===== src/rtl/rf_pkg.sv =====
// Shared types and constants for the register-file write-back path.
package rf_pkg;

   localparam int XLEN   = 64;
   localparam int REG_AW = 5;

   typedef struct packed {
      logic [REG_AW-1:0] addr;
      logic [XLEN-1:0]   data;
   } wb_entry_t;

   // x0 is hardwired to zero: writes to it are dropped, lookups of it never hit.
   function automatic logic is_x0(input logic [REG_AW-1:0] a);
      return a == '0;
   endfunction

endpackage


===== src/rtl/rf_wb_bypass.sv =====
// Priority lookup of one register address across the pending write-back entries.
// Entry 0 is the youngest; the highest index is the oldest.
import rf_pkg::*;

module rf_wb_bypass #(
   parameter int N = 5
) (
   input  logic [REG_AW-1:0] byp_addr,
   input  wb_entry_t [N-1:0] ent,
   input  logic [N-1:0]      ent_vld,
   output logic              hit,
   output logic [XLEN-1:0]   data
);

   // Scan oldest to youngest so the youngest match is the one left standing.
   always_comb begin
      hit  = 1'b0;
      data = '0;
      for (int i = N - 1; i >= 0; i--) begin
         if (ent_vld[i] && (ent[i].addr == byp_addr) && !is_x0(byp_addr)) begin
            hit  = 1'b1;
            data = ent[i].data;
         end
      end
   end

endmodule


===== src/rtl/rf_wb_queue.sv =====
// Write-side front end of the integer register file: two producers feed a small
// FIFO that drains one write per cycle, with two forwarding lookups into it.
module rf_wb_queue #(
   parameter int DEPTH = 4,
   parameter int XLEN  = rf_pkg::XLEN,
   parameter int AW    = rf_pkg::REG_AW
) (
   input  logic                       clk,
   input  logic                       rst,
   input  logic                       flush,
   input  logic                       a_valid,
   output logic                       a_ready,
   input  logic [AW-1:0]              a_addr,
   input  logic [XLEN-1:0]            a_data,
   input  logic                       b_valid,
   output logic                       b_ready,
   input  logic [AW-1:0]              b_addr,
   input  logic [XLEN-1:0]            b_data,
   output logic                       wr_en,
   output logic [AW-1:0]              wr_addr,
   output logic [XLEN-1:0]            wr_data,
   input  logic [AW-1:0]              byp1_addr,
   output logic                       byp1_hit,
   output logic [XLEN-1:0]            byp1_data,
   input  logic [AW-1:0]              byp2_addr,
   output logic                       byp2_hit,
   output logic [XLEN-1:0]            byp2_data,
   output logic [$clog2(DEPTH):0]     count
);

   localparam int PW = $clog2(DEPTH);
   localparam int CW = PW + 1;

   rf_pkg::wb_entry_t mem [DEPTH];

   logic [PW-1:0] head;
   logic [PW-1:0] tail;
   logic          rr;
   logic [CW-1:0] free;
   logic          pop;
   logic          contend;
   logic          push_a;
   logic          push_b;
   logic [1:0]    n_push;

   rf_pkg::wb_entry_t [DEPTH:0] byp_ent;
   logic [DEPTH:0]              byp_vld;

   // The head pops this cycle whenever the queue is non-empty, so its slot counts as free.
   always_comb begin
      free = CW'(DEPTH) - count + CW'(count != '0);
      pop  = (count != '0) && !flush;
   end

   // Acceptance: ready only toward a valid source; round-robin only on the last free slot.
   always_comb begin
      a_ready = 1'b0;
      b_ready = 1'b0;
      contend = 1'b0;
      if (rst && !flush) begin
         if (free >= CW'(2)) begin
            a_ready = a_valid;
            b_ready = b_valid;
         end else if (free == CW'(1)) begin
            if (a_valid && b_valid) begin
               contend = 1'b1;
               a_ready = !rr;
               b_ready = rr;
            end else begin
               a_ready = a_valid;
               b_ready = b_valid;
            end
         end
      end
   end

   // x0 results are accepted but never take a slot.
   always_comb begin
      push_a = a_ready && !rf_pkg::is_x0(a_addr);
      push_b = b_ready && !rf_pkg::is_x0(b_addr);
      n_push = {1'b0, push_a} + {1'b0, push_b};
   end

   // Pointers, occupancy and round-robin state.
   always_ff @(posedge clk or negedge rst) begin
      if (!rst) begin
         head  <= '0;
         tail  <= '0;
         count <= '0;
         rr    <= 1'b0;
      end else if (flush) begin
         head  <= tail;
         count <= '0;
         rr    <= 1'b0;
      end else begin
         if (pop) head <= head + PW'(1);
         tail  <= tail + PW'(n_push);
         count <= count - CW'(pop) + CW'(n_push);
         if (contend) rr <= ~rr;
      end
   end

   // FIFO storage; A goes in first so a same-cycle B is the younger entry.
   always_ff @(posedge clk) begin
      if (push_a) mem[tail] <= '{addr: a_addr, data: a_data};
      if (push_b) mem[push_a ? tail + PW'(1) : tail] <= '{addr: b_addr, data: b_data};
   end

   // Register-file write port; address/data hold when idle.
   always_ff @(posedge clk or negedge rst) begin
      if (!rst) begin
         wr_en   <= 1'b0;
         wr_addr <= '0;
         wr_data <= '0;
      end else begin
         wr_en <= pop;
         if (pop) begin
            wr_addr <= mem[head].addr;
            wr_data <= mem[head].data;
         end
      end
   end

   // Lay pending entries out youngest first, with the in-flight write as the oldest.
   always_comb begin
      byp_ent = '0;
      byp_vld = '0;
      for (int k = 0; k < DEPTH; k++) begin
         byp_ent[k] = mem[tail - PW'(k + 1)];
         byp_vld[k] = CW'(k) < count;
      end
      byp_ent[DEPTH] = '{addr: wr_addr, data: wr_data};
      byp_vld[DEPTH] = wr_en;
   end

   rf_wb_bypass #(.N(DEPTH + 1)) u_byp1 (
      .byp_addr (byp1_addr),
      .ent      (byp_ent),
      .ent_vld  (byp_vld),
      .hit      (byp1_hit),
      .data     (byp1_data)
   );

   rf_wb_bypass #(.N(DEPTH + 1)) u_byp2 (
      .byp_addr (byp2_addr),
      .ent      (byp_ent),
      .ent_vld  (byp_vld),
      .hit      (byp2_hit),
      .data     (byp2_data)
   );

endmodule


===== config.mk =====
export PLATFORM = sky130hd
export DESIGN_NAME = rf_wb_queue
export DESIGN_NICKNAME = d
export VERILOG_FILES = /design/src/rtl/rf_pkg.sv /design/src/rtl/rf_wb_bypass.sv /design/src/rtl/rf_wb_queue.sv
export SDC_FILE = /design/constraint.sdc
export NUM_CORES = 1
export LEC_CHECK = 0
export CORE_MARGIN = 8
export CORE_UTILIZATION = 60
export CTS_BUF_LIST = sky130_fd_sc_hd__clkbuf_16
export CTS_CLUSTER_SIZE = 16
export DETAILED_ROUTE_END_ITERATION = 8
export PLACE_DENSITY_LB_ADDON = 0.2
export SYNTH_ARGS = -nofsm -noshare
export SYNTH_HDL_FRONTEND = slang
export SYNTH_SLANG_ARGS = --single-unit

===== constraint.sdc =====
create_clock -name clk -period 14 [get_ports clk]
set_input_delay 1.4 -clock clk [delete_from_list [all_inputs] [get_ports clk]]
set_output_delay 1.4 -clock clk [all_outputs]
set_load 0.02 [all_outputs]

==> results.py <==
metrics = {
    "flow_run": {
        "cap_violations": 0,
    },
    "yosys": {
        "yosys.area.top_type": "edfxtp_1",
        "ys_types": 57,
        "synth_sequential_area_ratio": 0.342,
        "ys_warn_count": 0,
        "synth_top_family_by_area": "multiplexers",
        "synthXorXnorAreaFrac": 0.0158,
        "ys_ff_latch": 354,
        "synthAdderAreaFrac": 0.00527,
        "synth_area_sq_um": 29900,
        "synth_top_area_frac": 0.277,
        "syn_inst": 2175,
        "syn_nets": 2340,
        "postSynthAreaPerCell_sq_um": 13.8,
        "synthMuxAreaShare": 0.411,
        "synth_compound_area_frac": 0.123,
        "ys.flop_type": "edfxtp_1",
        "synth_edf_count": 276,
        "async_flop_share": 0.220,
        "synth_simple_gate_area_frac": 0.0580,
        "synthTopCellsByArea": "edfxtp_1, mux4_2, mux2_2",
    },
    "power_and_ir_drop": {
        "p_comb_frac": 0.590,
        "static-leakage-power_nw": 11.7,
        "internal_power_mw": 4.14,
        "switching_power_mw": 3.05,
        "power_mw": 7.20,
        "p_seq_frac": 0.248,
        "peakVddDrop_v": 0.000254,
        "power_density_nw_per_um2": 206,
        "switching_share": 0.425,
        "pwr-share-clk": 0.162,
    },
    "clocking": {
        "numCtsBuffers": 45,
        "cts_sinks": 354,
        "clk_pin_slew_ps": 60,
        "post_cts_resized": 0,
        "htree_levels": 2,
        "cts_root_buffer": "clkbuf_16",
        "holdBufCountCts": 0,
        "cts_tree": "built",
        "clock_path_buffers": 3,
        "worst_skew_pair.late_latency_ps": 590,
        "post_cts_buffers": 0,
    },
    "routing": {
        "avgViaCountPerCell": 7.96,
        "wl_per_cell_um": 34.5,
        "final_antenna_net_count": 0,
        "drt-pass1-iter-count": 6,
        "route.detailed.drc": 0,
        "routed_wirelength_mm": 106,
        "vias": 24600,
        "drt_iter0_drc": 3422,
    },
    "setup_path": {
        "r2r-end": "mem[0][34]",
        "r2r_slack_ps": 7770,
        "worstPathRequired_ps": 12600,
        "arrival_ps": 6980,
        "slowest_delay_ps": 1160,
        "crit_fanout": 73,
        "start_kind": "flop",
        "worstRegToRegCells": 13,
        "crit_start": "tail[1]",
        "critical_path_class": "flop to output pin",
        "worstPathCellList": "inv_1 -> ha_4 -> mux4_2 -> or3_1 -> a211oi_2 -> and2_4 -> buf_4 -> a221oi_2 -> o31ai_2 -> clkdlybuf4s50_1",
        "worstSetupEndpointType": "output pin",
        "crit_slowest_cell": "dfrtp_4",
        "reg2reg_from": "count[2]",
    },
    "min_path": {
        "hold_end": "wr_data[21]",
        "min_path_cells": 1,
        "min_path_type": "flop to flop",
        "min-delay-start": "wr_data[21]",
    },
    "place": {
        "dpl.hpwl_mm": 60.8,
        "routabilityCongestion": 0.882,
        "port_buffers": 357,
        "dpl_worst_slack_ps": 6360,
    },
    "global_routing": {
        "gr-total-overflow": 0,
        "grt_max_degree": 139,
        "grt_pass1_vias": 25200,
        "grt_pass1_wl_mm": 157,
        "antenna_found_initial": 15,
        "grtUsageTotal": 0.361,
    },
    "floorplan": {
        "dieHeight_um": 239,
        "io_pins": 358,
        "core_sq_um": 49800,
        "start_util": 0.602,
        "dieArea_sq_um": 57300,
        "rows": 82,
        "die_w_um": 239,
    },
    "sta": {
        "worst_slack_ps": 5620,
        "slew_headroom": 0.134,
        "setup_viol": 0,
        "layout_worst_path_cycle_share": 0.599,
        "min_period_ps": 8380,
        "slew_viol_final": 0,
        "clock_skew_ps": 19.8,
        "fmax_mhz": 119,
        "worst_slew_pin_slew_ps": 1300,
        "setup_tns_ps": 0,
        "finalHoldViolations": 0,
        "rsz0062_at_grt": "no",
    },
    "final_layout": {
        "fin_nets": 2532,
        "layout-area-overhead-vs-synth_pct": 16.9,
        "drive_gt1_frac": 0.381,
        "layout_common_cells": "clkdlybuf4s50_1, mux4_2, mux2_2",
        "final_common_cell": "clkdlybuf4s50_1",
        "fillers": 3305,
    },
    "status": {
        "outcome": "complete, no violations",
    },
}
cell families (layout without fill, tap and decap cells):
kind of cell / Yosys count / count (layout)
buffers and inverters: 265 / 494
adders and majority gates: 12 / 12
xor gates and xnor gates: 54 / 54
AOI/OAI and AO/OA: 413 / 413
DFF: 354 / 354
and+or+nand+nor: 323 / 323
other: 0 / 10
muxes: 754 / 754
power by group through the flow:
stage | clock network, mW | logic [mW] | registers [mW]
after floorplan | 0 | 2.96 | 1.70
after global placement | 0 | 4.08 | 1.76
after detailed placement | 0 | 4.16 | 1.79
after CTS | 1.17 | 4.19 | 1.77
after global routing | 1.21 | 4.42 | 1.81
final | 1.17 | 4.24 | 1.79
per-layer routing:
metal	routed length [um]	vias up	track usage	share of wire
li1	-	9475	-	-
met1	35400	12200	0.444	0.33
met2	49300	2355	0.566	0.46
met3	15100	556	0.107	0.14
met4	6440	12	0.208	0.061
met5	83	-	0	0.00078
layout make-up:
cell class                 count  area [sq um]  area share
antenna                       10          25.0    0.000715
clock buffer                  47          1180      0.0336
clock inverter                37           270     0.00772
inverter                      13          48.8     0.00139
multi-input combinational   1556         18500       0.529
sequential                   354         10300       0.293
tap                          672           841      0.0240
timing repair buffer         397          3880       0.111
state kept, by name, indices dropped and copies added (netlist names):
register,flops
wr_en,1
wr_data,64
count,3
wr_addr,5
head,2
rr,1
tail,2
mem,276
cell usage after synthesis, types with 64 or more instances:
cell type and count:
mux4_2 343, mux2_2 318, edfxtp_1 276, nor2_1 137, clkbuf_1 110, buf_2 102, dfrtp_1 78, a21oi_1 69
a221oi_1 68, and2_1 67, o211ai_1 67, mux2i_1 64, nor3b_1 64, o22ai_1 64
worst max path at each step:
stage                    to  slack, ps  cells after the start
2_1_floorplan     mem[3][0]       9000                     16
3_5_place_dp   byp2_data[9]       6360                     10
3_3_place_gp   byp2_data[2]       6480                     10
6_report       byp2_data[9]       5620                     10
5_1_grt        byp2_data[1]       5470                     10
4_1_cts        byp2_data[9]       5710                     10
critical path, delay by kind of cell (launching register included):
kind	cells	cell delay [ps]
buffers and inverters	3	1830
muxes	1	640
and+or+nand+nor	2	960
DFF	1	1160
adders and majority gates	1	890
AOI/OAI and AO/OA	3	850
stage by stage:
stage | util | hold WS (ps) | cell area, sq um | instances
final | 0.703 | 592 | 35000 | 3086
after global routing | 0.703 | 608 | 35000 | 3084
after CTS | 0.703 | 589 | 35000 | 3076
after detailed placement | 0.674 | 577 | 33500 | 2992
after global placement | 0.674 | 565 | 33500 | 2992
after floorplan | - | 559 | 29900 | 2175
Note: power is estimated with default switching activity, not from simulation.
